--- src/rtl/systolic_mac_pe_os.sv ---
// Output-stationary MAC PE: S1 operand/sideband regs, S2 product, S3 accumulate + tile FSM,
// then a one-entry hold feeding the row drain chain where upstream results take priority.
module systolic_mac_pe_os #(
  parameter int DATA_W = 8,
  parameter int ACC_W  = 32,
  parameter bit SIGNED = 1'b1,
  parameter bit SAT    = 1'b1
) (
  input  logic              clk,
  input  logic              rst_n,
  input  logic [DATA_W-1:0] a_in,
  input  logic [DATA_W-1:0] b_in,
  input  logic              vld_in,
  input  logic              first_in,
  input  logic              last_in,
  output logic [DATA_W-1:0] a_out,
  output logic [DATA_W-1:0] b_out,
  output logic              vld_out,
  output logic              first_out,
  output logic              last_out,
  input  logic [ACC_W-1:0]  res_in,
  input  logic              res_vld_in,
  output logic [ACC_W-1:0]  res_out,
  output logic              res_vld_out,
  output logic              sat_flag,
  output logic              proto_err,
  output logic              drop_err
);
  localparam int PW = 2 * DATA_W;
  localparam logic [0:0] S_IDLE = 1'b0;
  localparam logic [0:0] S_ACC  = 1'b1;

  if (ACC_W < PW + 1) begin : g_bad_acc_w
    $error("systolic_mac_pe_os: ACC_W must be at least 2*DATA_W+1");
  end

  logic [DATA_W-1:0] a_q, b_q;
  logic              vld_q, first_q, last_q;
  logic [ACC_W-1:0]  prod_q;
  logic              vld2_q, first2_q, last2_q;
  logic [0:0]        state_q, state_d;
  logic [ACC_W-1:0]  acc_q, acc_d;
  logic              sat_q, sat_d, proto_q, proto_d, drop_q, drop_d;
  logic [ACC_W-1:0]  hold_q, hold_d, res_q, res_d;
  logic              hold_vld_q, hold_vld_d, res_vld_q, res_vld_d;

  always_ff @(posedge clk or negedge rst_n) begin
    if (!rst_n) begin
      a_q     <= '0;
      b_q     <= '0;
      vld_q   <= 1'b0;
      first_q <= 1'b0;
      last_q  <= 1'b0;
    end else begin
      a_q     <= a_in;
      b_q     <= b_in;
      vld_q   <= vld_in;
      first_q <= first_in;
      last_q  <= last_in;
    end
  end

  assign a_out     = a_q;
  assign b_out     = b_q;
  assign vld_out   = vld_q;
  assign first_out = first_q;
  assign last_out  = last_q;

  logic [PW-1:0]    a_ext, b_ext, prod_w;
  logic [ACC_W-1:0] prod_ext;
  assign a_ext    = SIGNED ? {{DATA_W{a_q[DATA_W-1]}}, a_q} : {{DATA_W{1'b0}}, a_q};
  assign b_ext    = SIGNED ? {{DATA_W{b_q[DATA_W-1]}}, b_q} : {{DATA_W{1'b0}}, b_q};
  // The low PW bits of the extended product are exact for both signed and unsigned operands.
  assign prod_w   = a_ext * b_ext;
  assign prod_ext = {{(ACC_W-PW){SIGNED & prod_w[PW-1]}}, prod_w};

  always_ff @(posedge clk or negedge rst_n) begin
    if (!rst_n) begin
      prod_q   <= '0;
      vld2_q   <= 1'b0;
      first2_q <= 1'b0;
      last2_q  <= 1'b0;
    end else begin
      prod_q   <= prod_ext;
      vld2_q   <= vld_q;
      first2_q <= first_q;
      last2_q  <= last_q;
    end
  end

  logic [ACC_W:0]   sum_w;
  logic [ACC_W-1:0] sum, acc_add, acc_max, acc_min, emit_val;
  logic             ovf_pos, ovf_neg, emit, drain, hold_free;

  assign sum_w   = {1'b0, acc_q} + {1'b0, prod_q};
  assign sum     = sum_w[ACC_W-1:0];
  assign acc_max = SIGNED ? {1'b0, {(ACC_W-1){1'b1}}} : {ACC_W{1'b1}};
  assign acc_min = {1'b1, {(ACC_W-1){1'b0}}};

  always_comb begin
    ovf_pos = 1'b0;
    ovf_neg = 1'b0;
    if (SAT) begin
      if (SIGNED) begin
        ovf_pos = ~acc_q[ACC_W-1] & ~prod_q[ACC_W-1] &  sum[ACC_W-1];
        ovf_neg =  acc_q[ACC_W-1] &  prod_q[ACC_W-1] & ~sum[ACC_W-1];
      end else begin
        ovf_pos = sum_w[ACC_W];
      end
    end
  end

  assign acc_add = ovf_pos ? acc_max : (ovf_neg ? acc_min : sum);

  always_comb begin
    state_d  = state_q;
    acc_d    = acc_q;
    sat_d    = sat_q;
    proto_d  = 1'b0;
    emit     = 1'b0;
    emit_val = acc_add;
    if (vld2_q) begin
      if (first2_q) begin
        // A first beat always opens a fresh tile, abandoning any partial sum.
        acc_d    = prod_q;
        emit_val = prod_q;
        sat_d    = 1'b0;
        proto_d  = (state_q == S_ACC);
        emit     = last2_q;
        state_d  = last2_q ? S_IDLE : S_ACC;
      end else if (state_q == S_IDLE) begin
        proto_d = 1'b1;
      end else begin
        acc_d   = acc_add;
        sat_d   = sat_q | ovf_pos | ovf_neg;
        emit    = last2_q;
        state_d = last2_q ? S_IDLE : S_ACC;
      end
    end
  end

  assign drain     = ~res_vld_in & hold_vld_q;
  assign hold_free = ~hold_vld_q | drain;

  always_comb begin
    hold_d     = hold_q;
    hold_vld_d = hold_vld_q & ~drain;
    drop_d     = 1'b0;
    if (emit) begin
      if (hold_free) begin
        hold_d     = emit_val;
        hold_vld_d = 1'b1;
      end else begin
        drop_d = 1'b1;
      end
    end
    res_d     = res_q;
    res_vld_d = 1'b0;
    if (res_vld_in) begin
      res_d     = res_in;
      res_vld_d = 1'b1;
    end else if (hold_vld_q) begin
      res_d     = hold_q;
      res_vld_d = 1'b1;
    end
  end

  always_ff @(posedge clk or negedge rst_n) begin
    if (!rst_n) begin
      state_q    <= S_IDLE;
      acc_q      <= '0;
      sat_q      <= 1'b0;
      proto_q    <= 1'b0;
      drop_q     <= 1'b0;
      hold_q     <= '0;
      hold_vld_q <= 1'b0;
      res_q      <= '0;
      res_vld_q  <= 1'b0;
    end else begin
      state_q    <= state_d;
      acc_q      <= acc_d;
      sat_q      <= sat_d;
      proto_q    <= proto_d;
      drop_q     <= drop_d;
      hold_q     <= hold_d;
      hold_vld_q <= hold_vld_d;
      res_q      <= res_d;
      res_vld_q  <= res_vld_d;
    end
  end

  assign res_out     = res_q;
  assign res_vld_out = res_vld_q;
  assign sat_flag    = sat_q;
  assign proto_err   = proto_q;
  assign drop_err    = drop_q;

endmodule

--- config.mk ---
export PLATFORM = sky130hd
export DESIGN_NAME = systolic_mac_pe_os
export DESIGN_NICKNAME = d
export VERILOG_FILES = /design/src/rtl/systolic_mac_pe_os.sv
export SDC_FILE = /design/constraint.sdc
export NUM_CORES = 1
export LEC_CHECK = 0
export BUFFER_PORTS_ARGS = -buffer_cell sky130_fd_sc_hd__buf_2
export CORE_UTILIZATION = 40
export CTS_CLUSTER_DIAMETER = 80
export DETAILED_ROUTE_END_ITERATION = 16
export SKIP_CTS_REPAIR_TIMING = 1
export SLEW_MARGIN = 20
export SYNTH_ARGS = -nofsm -noshare
export SYNTH_HDL_FRONTEND = slang
export SYNTH_SLANG_ARGS = --single-unit
--- constraint.sdc ---
create_clock -name clk -period 5.36 [get_ports clk]
set_input_delay 0.268 -clock clk [delete_from_list [all_inputs] [get_ports clk]]
set_output_delay 0.268 -clock clk [all_outputs]
set_load 0.05 [all_outputs]
Word-level counts from Yosys, hierarchy flattened
Index checks and enable logic that the tools add are counted.
{ "word_totals": {"reg_bits": 140, "in_bits": 54, "out_inout_bits": 55, "word_cells": 64} }
{ "classes": {"n_addsub": 1, "multipliers": 1, "muxes": 25, "bitwise_logic": 15, "n_reduce_logical": 4} }
{ "ops": {"columns": ["operator", "n"], "rows": [
  ["$mux 32", 8],
  ["$add 32x32->32", 1],
  ["$mux 1", 17],
  ["$mul 8x8->16", 1],
  ["$and 1x1->1", 6],
  ["$not 1->1", 6],
  ["$reduce_and 2->1", 2],
  ["$reduce_bool 2->1", 2],
  ["$or 1x1->1", 3]
]} }

Depth between registers and ports, before layout
{ "logic_depth": {"ltp_word": 7, "mapped_depth": 19, "mapped_depth_nobuf": 19} }

Least setup slack after synthesis
OpenSTA, ideal clock, no wires.
{ "synth_timing": {"path_kind": "reg2reg", "from": "reg b_q[7], in the netlist b_out[7]", "to": "reg prod_q[13]", "setup_time_ns": 0.080, "arrival_time_ns": 4.568, "required_ns": 5.280, "setup_slack_ns": 0.712, "stages_incl_launch_ff": 18, "n_path_buf": 0, "period_less_slack_ns": 4.648, "path_cell_list": "dfrtp_1 -> nand2b_1 -> fa_1 -> fa_1 -> inv_1 -> fa_1 -> inv_1 -> fa_1 -> inv_1 -> ha_1 -> inv_1 -> o21ai_1 -> a211o_1 -> a31oi_1 -> nor2b_1 -> o21ai_0 -> nor2b_1 -> xnor2_1"} }
{ "synth_via": {"elab_chain_len": 1} }
{ "synth_lines": {"columns": ["element", "line", "source"], "rows": [
  ["start, declared", "37", "logic [DATA_W-1:0] a_q, b_q;"],
  ["start signal, assigned", "56", "b_q <= b_in;"],
  ["$mul 8x8->16", "74", "assign prod_w = a_ext * b_ext;"],
  ["via prod_w[13]", "69", "logic [PW-1:0] a_ext, b_ext, prod_w;"],
  ["end signal, assigned", "84", "prod_q <= prod_ext;"],
  ["end, declared", "39", "logic [ACC_W-1:0] prod_q;"]
]} }
The timed path passes the listed nets, and every way through them passes these cells.
A chain may end at the register's enable or synchronous reset.

Worst setup path in the final report
{ "layout_timing": {"from": "reg, netlist name prod_q[15]", "to": "reg acc_q[29]"} }
{ "layout_via": {"elab_chain_len": 7, "elab_cells_between_ends": 11, "cone_classes": "add/sub: 1; mux: 4; bitwise: 6"} }
{ "layout_lines": {"columns": ["element", "line", "source"], "rows": [
  ["$add 32x32->32", "95", "assign sum_w = {1'b0, acc_q} + {1'b0, prod_q};"],
  ["$not 1->1", "106", "ovf_neg = acc_q[ACC_W-1] & prod_q[ACC_W-1] & ~sum[ACC_W-1];"],
  ["$and 1x1->1", "106", null],
  ["$mux 32 (2 in series)", "113", "assign acc_add = ovf_pos ? acc_max : (ovf_neg ? acc_min : sum);"],
  ["$mux 32", "131", "end else if (state_q == S_IDLE) begin"],
  ["$mux 32 *", "123", "if (first2_q) begin"],
  ["end signal, assigned", "171", "acc_q <= '0;"],
  ["end signal, assigned", "181", "acc_q <= acc_d;"],
  ["end, declared", "42", "logic [ACC_W-1:0] acc_q, acc_d;"]
]} }
Every way passes the cells marked *; elsewhere a longest branch is shown, timed or not. The select of a mux whose other input is x is not followed.

==> results.json <==
{
  "finalCriticalPeriod_ps": 4709,
  "antenna_found_initial": 0,
  "clkSlewWorstSetupHoldPaths_ps": 70,
  "layout-drive-gt1-share_pct": 16.15,
  "hold_violations": 0,
  "fin_tns_setup_ps": 0,
  "clock_path_buffers": 2,
  "switching_share_pct": 45.92,
  "post-route-period-util_pct": 87.85,
  "max-slew-margin-rel_pct": 32.86,
  "core_area_um2": 23470,
  "dpl_cell_area_um2": 10500,
  "finish.utilization_pct": 48.24,
  "cp_max_fo": 13,
  "fin_nets": 1300,
  "timing.hold.ws_ps": 45.74,
  "post-route-drc-count": 0,
  "rows": 56,
  "synthCells": 1005,
  "grt_overflow_total": 0,
  "p_total_mw": 7.328,
  "critical_path_class": "flip-flop to flip-flop",
  "dieArea_um2": 24630,
  "wl_met3_um": 977,
  "clock-sinks": 140,
  "rsz0062_at_grt": "no",
  "dpl.hpwl_um": 16570,
  "synth_top_area_cell": "dfrtp_1",
  "initial_core_util_pct": 40.90,
  "layout_common_cells": "139 x dfrtp_1, 122 x nand2_1, 107 x buf_2",
  "maxUsedRoutingLayer": "met4",
  "report.final.slew_viol_count": 0,
  "port_buffers": 108,
  "dieWidth_um": 156.9,
  "leakage_nw": 5.367,
  "io_pins": 109,
  "routed_via_density": 5.049,
  "p_sw_mw": 3.365,
  "htreeDepth": 4,
  "layout_commonest_cell": "dfrtp_1",
  "numCtsBuffers": 17,
  "startpoint": "prod_q[15]$_DFF_PN0_",
  "antenna_left": 0,
  "ir_worst_vdd_v": 0.0002542,
  "n_fill_cell": 2196,
  "crit_chain": "buf_4 -> ha_1 -> a21oi_1 -> o31ai_1 -> nor3_1 -> a21oi_4 -> a41o_1 -> o21a_1 -> o211ai_1 -> nand2_1 -> fa_1 -> nand2b_1 -> nand2_1 -> or4b_2 -> mux2i_1 -> nor3_2 -> a21oi_1",
  "first_pass_iters": 4,
  "grt_max_degree": 87,
  "synthTopCellsByArea": "dfrtp_1 36%, fa_1 12%, ha_1 8.2%, o21ai_0 4.9%, nand2_1 4.8%",
  "tightest_slew_ps": 1007,
  "drv_cap": 0,
  "clockRootBuffer": "clkbuf_16",
  "critPathRequiredTime_ps": 5710,
  "stdcell_area_um2": 11320,
  "rr_worst_depth": 17,
  "clk_latency_ps": 430,
  "synth_top_area_share_pct": 36.49,
  "cellPowerDensity_nw_per_um2": 647.2,
  "pwr-share-clk_pct": 17.4,
  "ys_ff_latch": 140,
  "multi_input_area_um2": 5565,
  "syn_to_final_growth_pct": 17.93,
  "startpoint_type": "flip-flop",
  "outcome": "complete, no violations",
  "grt_pass1_vias": 7059,
  "r2r_end": "acc_q[29]$_DFFE_PN0P_",
  "setup_viol": 0,
  "rrSetupSlack_ps": 650,
  "route.met2.wl_um": 9778,
  "netlist_area_um2": 9600,
  "via_count": 7361,
  "track_usage_pct": 18.94,
  "fin_skew_ps": 14.92,
  "yosys_warnings": 0,
  "die_y_um": 156.9,
  "grt_first_pass_wirelength_um": 36370,
  "finalWeightedCongestion": 0.8775,
  "cp_data_arrival_time_ps": 5060,
  "power.internal_mw": 3.963,
  "drt_wl_total_um": 22270,
  "hold_class": "input pin to flip-flop",
  "cts_tree": "done",
  "timing.rr.start": "prod_q[15]$_DFF_PN0_",
  "syn_avg_cell_area_um2": 9.553,
  "slowest_delay_ps": 720,
  "synth_cell_types": 78,
  "critPathCapture": "acc_q[29]$_DFFE_PN0P_",
  "async_flop_share_pct": 100.0,
  "drt-met1-wl_um": 11310,
  "p_comb_share_pct": 59.7,
  "end_kind": "flip-flop",
  "slowest_stage": "dfrtp_1",
  "p_seq_share_pct": 23.0,
  "drtIter0Drc": 471,
  "synthFlopType": "dfrtp_1",
  "fmax_mhz": 212.4,
  "synth_nets": 1179,
  "synth-seq-area-share_pct": 36.49,
  "wl_per_cell_um": 15.28,
  "ff_latch_area_um2": 3505,
  "synth_edf_count": 0,
  "antennaDiodeCount": 0
}
-- worst max-delay path: cells and delay by family (launching register included) --
family,cells,cell delay [ps]
AO/OA/AOI/OAI,7,1140
adder cells (fa/ha/maj),2,840
buffers and inverters,1,270
flip-flops,1,720
multiplexers,1,170
AND/OR/NAND/NOR,6,1470
-- per-stage QoR --
stage          setup slack, ps  instances
2_1_floorplan            712.1       1005
3_3_place_gp             739.5       1406
3_5_place_dp             678.7       1406
4_1_cts                  640.9       1438
5_1_grt                  281.5       1458
6_report                 651.4       1458
-- worst min path at each step --
stage                   startpoint                       to  slack, ps  cells after the start
4_1_cts                      rst_n   res_out[5]$_DFFE_PN0P_        -80                      1
5_1_grt                 res_in[20]  res_out[20]$_DFFE_PN0P_         40                      3
2_1_floorplan                rst_n       a_out[0]$_DFF_PN0_        -30                      0
3_5_place_dp   first_out$_DFF_PN0_       first2_q$_DFF_PN0_        360                      0
6_report                res_in[25]  res_out[25]$_DFFE_PN0P_         50                      3
3_3_place_gp     vld_out$_DFF_PN0_         vld2_q$_DFF_PN0_        350                      0
-- sequential cells by signal, summed over array words and instances, names as in the netlist, 8 cells and up --
| register | cells |
|---|---|
| res_out | 32 |
| b_out | 8 |
| hold_q | 32 |
| prod_q | 16 |
| acc_q | 32 |
| a_out | 8 |
-- final cells by class --
type                    instances  area share, %
clock inverters                15          1.768
clock buffers                  17          3.757
well taps                     319          3.525
multi-input cells             725          49.15
repair buffers                142          7.526
flip-flops and latches        140          30.95
inverters                     100          3.315
-- cells in the mapped netlist, drive strengths merged (2+ instances only) --
| cell | number |
|---|---|
| dfrtp | 140 |
| nand2 | 123 |
| o21ai | 103 |
| inv | 99 |
| ha | 63 |
| a21oi | 62 |
| fa | 57 |
| nor2 | 46 |
| and2 | 45 |
| mux2i | 39 |
| clkbuf | 34 |
| xnor2 | 26 |
| nor3 | 13 |
| a21o | 12 |
| a31oi | 12 |
| nand2b | 12 |
| o31ai | 10 |
| nor2b | 9 |
| nand3 | 7 |
| xor2 | 7 |
| a211oi | 6 |
| and3 | 6 |
| buf | 6 |
| o21a | 6 |
| o211ai | 5 |
| or2 | 5 |
| nand3b | 4 |
| a221oi | 3 |
| nand4 | 3 |
| o21bai | 3 |
| o31a | 3 |
| a211o | 2 |
| a21boi | 2 |
| a311oi | 2 |
| a41oi | 2 |
| mux2 | 2 |
| nand4b | 2 |
| o22ai | 2 |
| o311ai | 2 |
| or3 | 2 |
-- per-layer routing --
layer	vias to the layer above	global-route usage (%)
met3	18	3.689
met4	0	4.342
met5	-	0
li1	3653	-
met2	185	29.48
met1	3505	27.12
-- power by group through the flow --
stage / clock, mW / combinational [mW] / sequential (mW)
floorplan: 0 / 3.23 / 1.79
global placement: 0 / 4.30 / 1.69
detailed placement: 0 / 4.32 / 1.70
CTS: 1.30 / 4.34 / 1.68
global route: 1.35 / 4.89 / 1.73
finish: 1.27 / 4.37 / 1.68
-- cells by family after synthesis --
kind of cell             Yosys count  share of synthesized area (%)
AND/OR/NAND/NOR                  284                          14.45
buffers and inverters            140                          5.578
adder cells (fa/ha/maj)          120                          20.10
flip-flops                       140                          36.49
XOR/XNOR                          33                          3.011
multiplexers                      41                          4.301
AO/OA/AOI/OAI                    247                          16.07
Power figures use the tool's default switching activity.
